### config.mk
export PLATFORM = sky130hd
export DESIGN_NAME = cnn_mac_pipe_param
export DESIGN_NICKNAME = d
export VERILOG_FILES = /design/src/rtl/cnn_mac_pipe_param.sv
export SDC_FILE = /design/constraint.sdc
export NUM_CORES = 1
export LEC_CHECK = 0
export BUFFER_PORTS_ARGS = -buffer_cell sky130_fd_sc_hd__buf_2
export CAP_MARGIN = 5
export CORE_MARGIN = 8
export CORE_UTILIZATION = 64
export DETAILED_ROUTE_END_ITERATION = 8
export PLACE_DENSITY = 0.85
export SLEW_MARGIN = 30
export SYNTH_ARGS = -nofsm -noshare
export SYNTH_HDL_FRONTEND = slang
export SYNTH_SLANG_ARGS = --single-unit
export TNS_END_PERCENT = 100
### constraint.sdc
create_clock -name clk -period 3.79 [get_ports clk]
set_input_delay 0.5685 -clock clk [delete_from_list [all_inputs] [get_ports clk]]
set_output_delay 0.5685 -clock clk [all_outputs]
set_load 0.01 [all_outputs]
### src/rtl/cnn_mac_pipe_param.sv
// Pipelined signed MAC with first/last window framing, output shift and optional saturation.
// Latency: a last term sampled on enabled edge E gives out_valid after enabled edge E+MUL_STAGES+1.
// Backpressure: none; ce=0 freezes every register, and one term is accepted per enabled cycle.
module cnn_mac_pipe_param #(
    parameter int DIN0_WIDTH  = 14,
    parameter int DIN1_WIDTH  = 8,
    parameter int DIN1_SIGNED = 0,
    parameter int MUL_STAGES  = 2,
    parameter int ACC_WIDTH   = 32,
    parameter int DOUT_WIDTH  = 16,
    parameter int OUT_SHIFT   = 0,
    parameter int SAT_EN      = 1
) (
    input  logic                  clk,
    input  logic                  reset,
    input  logic                  ce,
    input  logic                  in_valid,
    input  logic                  in_first,
    input  logic                  in_last,
    input  logic [DIN0_WIDTH-1:0] din0,
    input  logic [DIN1_WIDTH-1:0] din1,
    output logic                  out_valid,
    output logic [DOUT_WIDTH-1:0] dout,
    output logic                  out_sat
);

    localparam int PW = DIN0_WIDTH + DIN1_WIDTH + 1;
    localparam int LS = MUL_STAGES - 1;

    logic signed [DIN0_WIDTH-1:0] op_a;
    logic signed [DIN1_WIDTH:0]   op_b;
    logic signed [PW-1:0]         prod;

    logic signed [PW-1:0]         pipe_p [MUL_STAGES];
    logic [MUL_STAGES-1:0]        pipe_v;
    logic [MUL_STAGES-1:0]        pipe_f;
    logic [MUL_STAGES-1:0]        pipe_l;

    logic signed [ACC_WIDTH-1:0]  term_p;
    logic signed [ACC_WIDTH-1:0]  acc;
    logic                         acc_last;
    logic signed [ACC_WIDTH-1:0]  shifted;
    logic [ACC_WIDTH-DOUT_WIDTH:0] hi_bits;
    logic                         ovf;
    logic [DOUT_WIDTH-1:0]        sat_dout;
    logic                         sat_flag;

    // Unsigned pixels get a 0 prepended so one signed multiplier serves both modes.
    assign op_a = din0;
    assign op_b = (DIN1_SIGNED != 0) ? {din1[DIN1_WIDTH-1], din1} : {1'b0, din1};
    assign prod = PW'(op_a) * PW'(op_b);

    assign term_p  = ACC_WIDTH'(pipe_p[LS]);
    assign shifted = acc >>> OUT_SHIFT;

    // Result fits DOUT_WIDTH only when all bits above the output sign bit match it.
    assign hi_bits = shifted[ACC_WIDTH-1:DOUT_WIDTH-1];
    assign ovf     = ~((&hi_bits) | ~(|hi_bits));

    always_comb begin
        sat_dout = shifted[DOUT_WIDTH-1:0];
        sat_flag = 1'b0;
        if (SAT_EN != 0 && ovf) begin
            sat_flag = 1'b1;
            sat_dout = shifted[ACC_WIDTH-1] ? {1'b1, {(DOUT_WIDTH-1){1'b0}}}
                                            : {1'b0, {(DOUT_WIDTH-1){1'b1}}};
        end
    end

    always_ff @(posedge clk or posedge reset) begin
        if (reset) begin
            for (int i = 0; i < MUL_STAGES; i++) begin
                pipe_p[i] <= '0;
            end
            pipe_v    <= '0;
            pipe_f    <= '0;
            pipe_l    <= '0;
            acc       <= '0;
            acc_last  <= 1'b0;
            out_valid <= 1'b0;
            dout      <= '0;
            out_sat   <= 1'b0;
        end else if (ce) begin
            pipe_p[0] <= prod;
            pipe_v[0] <= in_valid;
            pipe_f[0] <= in_first;
            pipe_l[0] <= in_last;
            for (int i = 1; i < MUL_STAGES; i++) begin
                pipe_p[i] <= pipe_p[i-1];
                pipe_v[i] <= pipe_v[i-1];
                pipe_f[i] <= pipe_f[i-1];
                pipe_l[i] <= pipe_l[i-1];
            end
            // A first term restarts the window, dropping any unfinished partial sum.
            if (pipe_v[LS]) begin
                acc <= pipe_f[LS] ? term_p : acc + term_p;
            end
            acc_last  <= pipe_v[LS] & pipe_l[LS];
            out_valid <= acc_last;
            if (acc_last) begin
                dout    <= sat_dout;
                out_sat <= sat_flag;
            end
        end
    end

endmodule

==> impl_metrics.yaml, run 1 <==
status:
  outcome: "finished, violations left"
  violations: "negative setup slack"
detailed_routing:
  routed_via_density: 5.97
  drt_pass1_iterations: 5
  routedWlPerCell_microns: 18.8
  drt-total-wl_mm: 26.1
  vias: 8296
  drt_iter0_markers: 613
  ant_nets: 0
  drc: 0
clocking:
  cts_inserted_buffers: 9
  clockBufferDepth: 2
  clockRootBuffer: "clkbuf_16"
  cts.sinks: 103
  clkSlewWorstSetupHoldPaths_ps: 70
  clock_latency_ps: 350
  hold_buffers: 0
  tritoncts: "done"
  h-tree-depth: 3
cells_and_area:
  final_cell_mix: "146 x inv_1, 114 x nand2_1, 102 x dfrtp_1, 88 x buf_4, 81 x fa_1"
  drive_gt1_frac: 0.260
  syn2layout_area_growth_pct: 21.2
  layout_commonest_cell: "inv_1"
  final_cells: 1390
  fin_area_sq_um: 12000
  final_nets: 1393
  diodes: 0
die:
  die_height_microns: 140
  dieArea_sq_um: 19700
  rows: 45
  num_io_pins: 46
  core_sq_um: 15100
  die_x_microns: 140
  start_util: 0.655
sta:
  min_period_over_period: 1.22
  drv_slew: 0
  max_freq_ghz: 0.215
  period_needed_ps: 4640
  tightest_slew_ps: 941
  grt_setup_unrepaired: "true"
  finalSetupViolCount: 15
  setup_slack_ps: -852
  relSlewSlack: 0.370
  fin_skew_ps: 10.4
  finalHoldViolCount: 0
  finalSetupTns_ps: -8320
worst_setup_path:
  crit_top_cell: "fa_1"
  critPathMaxFanout: 8
  path_class: "primary input to register"
  reg2regPathDepth: 11
  crit_path_start_kind: "primary input"
  cp.depth: 18
  cp_top_family: "adder cells"
  cp_data_arrival_time_ps: 4870
  worstSetupEndpointType: "register"
  crit_path_max_incr_delay_ps: 590
  cp_slowest_cell: "fa_1"
  cp_cell_sequence: "buf_12 > nand2_2 > fa_1 > inv_1 > fa_1 > fa_1 > inv_1 > fa_1 > inv_2 > ha_4 > nand3_2 > or3_4 > a311oi_2 > a211o_1 > a21o_1 > a21oi_2 > xnor2_1 > mux2_2"
  crit_required_ps: 4020
  path_buf_inv: 4
synth:
  synth_edf_count: 0
  netlist_top_cells_area: "dfrtp_1 26%, fa_1 18%, ha_1 9.7%"
  synth_cells: 1079
  async_reset_ff_frac: 1.00
  yosysTopAreaCell: "dfrtp_1"
  yosys.cell_types.count: 61
  syn_area_per_cell_sq_um: 9.19
  synth_flop_cell: "dfrtp_1"
  synthesis.nets: 1275
  netlist_area_sq_um: 9910
  ys_ff_latch: 103
  yosys.area.top_type_share: 0.260
  yosysSeqAreaShare: 0.260
  ys.warnings.count: 0
global_routing:
  grt.overflow.total: 0
  grt_pass1_wl_mm: 39.1
  antenna_found_initial: 0
  grt_pass1_vias: 8295
  grt_max_degree: 84
  grtUsageTotal: 0.241
flow_run:
  drv_cap: 0
power:
  power_leakage_uw: 0.00585
  ir_drop_uv: 447
  powerDensity_nw_per_um2: 937
place:
  gp_congestion: 0.885
  numPortBuffers: 45
  dp.cells: 1354
  place_area_sq_um: 11000
  place.detailed.hpwl_mm: 16.8
  post-place-ws_ps: -1160
hold_path:
  min_path_type: "primary input to async pin"
## cell type report
type	instances	area, sq um
Multi-Input combinational cell	781	7070
Clock buffer	10	239
Tap cell	188	235
Fill cell	877	3130
Clock inverter	6	98.8
Sequential cell	103	2580
Timing Repair Buffer	144	1200
Inverter	158	598
## cells in the mapped netlist, drive strengths merged (2+ instances only)
| cell type | n |
|---|---|
| and4 | 5 |
| or3 | 4 |
| a21o | 19 |
| nor2 | 34 |
| fa | 91 |
| nor4 | 4 |
| ha | 77 |
| dfrtp | 103 |
| nand3b | 2 |
| o211ai | 5 |
| o31a | 2 |
| o31ai | 8 |
| and2 | 56 |
| nand2 | 134 |
| a41oi | 2 |
| inv | 158 |
| o41ai | 2 |
| a311oi | 2 |
| a31oi | 10 |
| o221ai | 2 |
| xnor2 | 24 |
| a21oi | 67 |
| a211o | 2 |
| a2111oi | 2 |
| nor3b | 4 |
| o21a | 18 |
| clkbuf | 30 |
| mux2 | 44 |
| xor2 | 12 |
| mux2i | 12 |
| a211oi | 8 |
| nor3 | 22 |
| o21bai | 2 |
| nand3 | 12 |
| nand4 | 7 |
| buf | 7 |
| nor2b | 3 |
| o21ai | 70 |
| and3 | 3 |
## where the power goes
group / internal [uW] / leakage, uW / switching, uW
Combinational: 3950 / 0.00445 / 4210
Sequential: 1610 / 0.00123 / 473
Clock: 609 / 0.000163 / 423
## per-layer routing
layer,GRT usage,part of all wire,vias up,routed length (microns)
met3,0.0330,0.050,80,1310
met1,0.290,0.40,4081,10400
met2,0.437,0.52,298,13600
met4,0.0764,0.032,0,836
li1,-,-,3837,-
met5,0,0,-,0
## final timing paths
path	start	to	slack, ps
max	din1[4]	pipe_p[40]	-850
min	reset	dout[3]	350
max reg2reg	acc[0]	acc[24]	770
min reg2reg	dout[2]	dout[2]	480
max in group asynchronous	reset	pipe_p[20]	2780
min in group clk	in_last	pipe_l[0]	450
## registers in the layout (all words and copies together) (netlist names)
register and cells:
out_valid 1, pipe_f 2, acc 32, dout 16, pipe_l 2, out_sat 1, pipe_v 2, pipe_p 46
acc_last 1
## logic make-up after synthesis
kind of cell	Yosys count	synth area share
compound gates	228	0.147
mux	56	0.0621
flops	103	0.260
xor+xnor	36	0.0318
fa+ha+maj	168	0.281
buf+inv	195	0.0767
simple gates	293	0.141
## per-stage QoR
step                      power (uW)  hold slack, ps   util
after detailed placement        8880             466  0.724
after global routing           12100             431  0.794
after CTS                      10400             440  0.771
after global placement          8600             457  0.724
after floorplan                 7000             448      -
final                          11300             353  0.794
## worst reg2reg max path, stage by stage, from the launching register on
cell     delay (ps)
dfrtp_1         410
ha_1            210
inv_1            60
fa_1            400
nor2b_1         210
o31a_1          200
a21oi_1         120
a31o_2          300
a21oi_1         360
a31oi_1         160
or3_1           340
a31oi_1         150
## timing repair
item                                    CTS  global route
pin swaps                                41            43
resized for setup                        82            54
endpoints found under the setup margin   15            15
buffers inserted                         10            10
gates cloned                              0             1
endpoints found under the hold margin     0             0
Note: power is estimated with default switching activity, not from simulation.
==> inputs of run 2 (changes only) <==
--- a/config.mk
+++ b/config.mk
@@ -11,6 +11,7 @@
 export CORE_UTILIZATION = 64
 export DETAILED_ROUTE_END_ITERATION = 8
 export PLACE_DENSITY = 0.85
+export SKIP_CTS_REPAIR_TIMING = 1
 export SLEW_MARGIN = 30
 export SYNTH_ARGS = -nofsm -noshare
 export SYNTH_HDL_FRONTEND = slang
==> run 2 against run 1 <==
The flow still finishes with violations (negative setup slack). Design area decreased by 1.9%. Sequential share of layout area increased by 0.42 points. Non-clock buffer count decreased by 8. Sequential power about the same. Via count decreased by 1.6%. Sequential cell count unchanged. Clock skew decreased by 0.91 ps. Combinational power decreased by 6.7%. Critical path depth decreased by 1. Largest cell class unchanged.
==> impl_metrics.yaml, run 2 (synthesis results as in run 1) <==
worst_setup_path:
  crit_top_cell: "fa_1"
  cp_cell_sequence: "buf_12 > nand2_4 > fa_1 > inv_1 > fa_1 > fa_1 > inv_2 > fa_1 > inv_2 > ha_4 > nand4b_1 > and3_4 > o41ai_4 > a21oi_2 > o41ai_2 > xnor2_1 > a21oi_1"
  crit_path_max_incr_delay_ps: 570
  path_class: "primary input to register"
  cp_slowest_cell: "fa_1"
  critPathMaxFanout: 5
  worstSetupEndpointType: "register"
  regToRegStartpoint: "acc[0]"
  crit_path_start_kind: "primary input"
  cp_data_arrival_time_ps: 4780
  setup.worst_path.start: "din1[2]"
  crit_required_ps: 4000
clocking:
  clockRootBuffer: "clkbuf_16"
  h-tree-depth: 3
  clockBufferDepth: 2
  tritoncts: "done"
  clkSlewWorstSetupHoldPaths_ps: 70
  cts_inserted_buffers: 9
  cts.sinks: 103
  clock_latency_ps: 350
cells_and_area:
  largest-register: "pipe_p"
  reg_top3: "pipe_p x46, acc x32, dout x16"
  diodes: 0
  largest_reg_flops: 46
  final_cell_mix: "145 x inv_1, 116 x nand2_1, 102 x dfrtp_1, 85 x fa_1, 84 x buf_4"
  final_nets: 1385
  drive_gt1_frac: 0.237
  layout_commonest_cell: "inv_1"
  final_cells: 1382
  syn2layout_area_growth_pct: 18.9
global_routing:
  grt.met2_usage: 0.391
  grt_max_degree: 84
  use_met1: 0.283
  grtUsageTotal: 0.221
  grt.overflow.total: 0
  antenna_found_initial: 0
  grt_busiest_layer: "met2"
  grt_pass1_wl_mm: 36.2
  grt_pass1_vias: 7881
  use_met3: 0.0258
detailed_routing:
  routedWlPerCell_microns: 18.2
  routed_via_density: 5.90
  ant_nets: 0
  drt_iter0_markers: 495
  drc: 0
  drt-total-wl_mm: 25.1
  vias: 8160
  drt_pass1_iterations: 7
place:
  dp.cells: 1354
  gp_congestion: 0.885
  place.detailed.hpwl_mm: 16.8
  numPortBuffers: 45
die:
  num_io_pins: 46
  start_util: 0.655
  rows: 45
  die_x_microns: 140
  core_sq_um: 15100
  dieArea_sq_um: 19700
  die_height_microns: 140
sta:
  max_freq_ghz: 0.219
  setup_slack_ps: -782
  fin_skew_ps: 9.52
  grt_setup_unrepaired: "true"
  hold_ws_ps: 346
  finalSetupViolCount: 14
  period_needed_ps: 4570
  drv_slew: 0
  tightest_slew_ps: 949
  min_period_over_period: 1.21
  relSlewSlack: 0.365
  finalHoldViolCount: 0
status:
  outcome: "finished, violations left"
  violations: "negative setup slack"
flow_run:
  drv_cap: 0
power:
  powerDensity_nw_per_um2: 908
  p_clk_frac: 0.096
  comb_power_share: 0.711
  p_sw_frac: 0.451
  power_leakage_uw: 0.00578
  ir_drop_uv: 377
  power.internal_uw: 5880
  p_switching_uw: 4830
  p_seq_frac: 0.194
hold_path:
  min_path_type: "primary input to async pin"
-- run 2: changes by cell type in the layout (fill, tap and decap cells not counted), sizes merged --
cell  change
buf       -8
-- run 2: worst paths after layout --
kind                                   end  slack (ps)  depth (start not counted)
max in group asynchronous       pipe_p[20]        2790                          3
worst max-delay path            pipe_p[45]        -780                         17
worst min-delay path               dout[2]         350                          2
min in group clk                 pipe_l[0]         450                          2
worst max register to register     acc[24]         750                         11
worst min register to register     dout[9]         480                          2
-- run 2: per-stage QoR --
step / cell area (sq um) / utilization / power, uW / setup TNS [ps] / setup WS, ps
finish: 11800 / 0.778 / 10700 / -7840 / -782
global route: 11800 / 0.778 / 11600 / -9840 / -971
CTS: 11300 / 0.746 / 9950 / -8010 / -809
detailed placement: 11000 / 0.724 / 8880 / -13670 / -1160
global placement: 11000 / 0.724 / 8600 / -11880 / -1060
floorplan: 10100 / - / 7000 / -7570 / -878
-- run 2: worst max-delay path: cells and delay by family --
kind	cells	cell delay [ps]
compound gates	4	930
fa+ha+maj	5	2420
xor+xnor	1	160
simple gates	3	450
buf+inv	4	240
-- run 2: metal layers --
metal  vias to the layer above  share of wire
met5                         -              0
met4                         0          0.036
met3                        68          0.048
met2                       293           0.52
met1                      3982           0.40
li1                       3817              -
-- run 2: power groups by stage --
stage | Sequential [uW] | Combinational, uW | Clock, uW
global route | 2140 | 8400 | 1070
global placement | 2040 | 6560 | 0
floorplan | 1940 | 5060 | 0
finish | 2070 | 7610 | 1020
detailed placement | 2070 | 6810 | 0
CTS | 2060 | 6850 | 1030
-- run 2: area by class of cell --
class | count | area, sq um
flip-flops and latches | 103 | 2580
clock buffers | 10 | 239
repair buffers | 136 | 1130
inverters | 158 | 598
fillers | 927 | 3360
clock inverters | 6 | 98.8
well taps | 188 | 235
multi-input cells | 781 | 6910
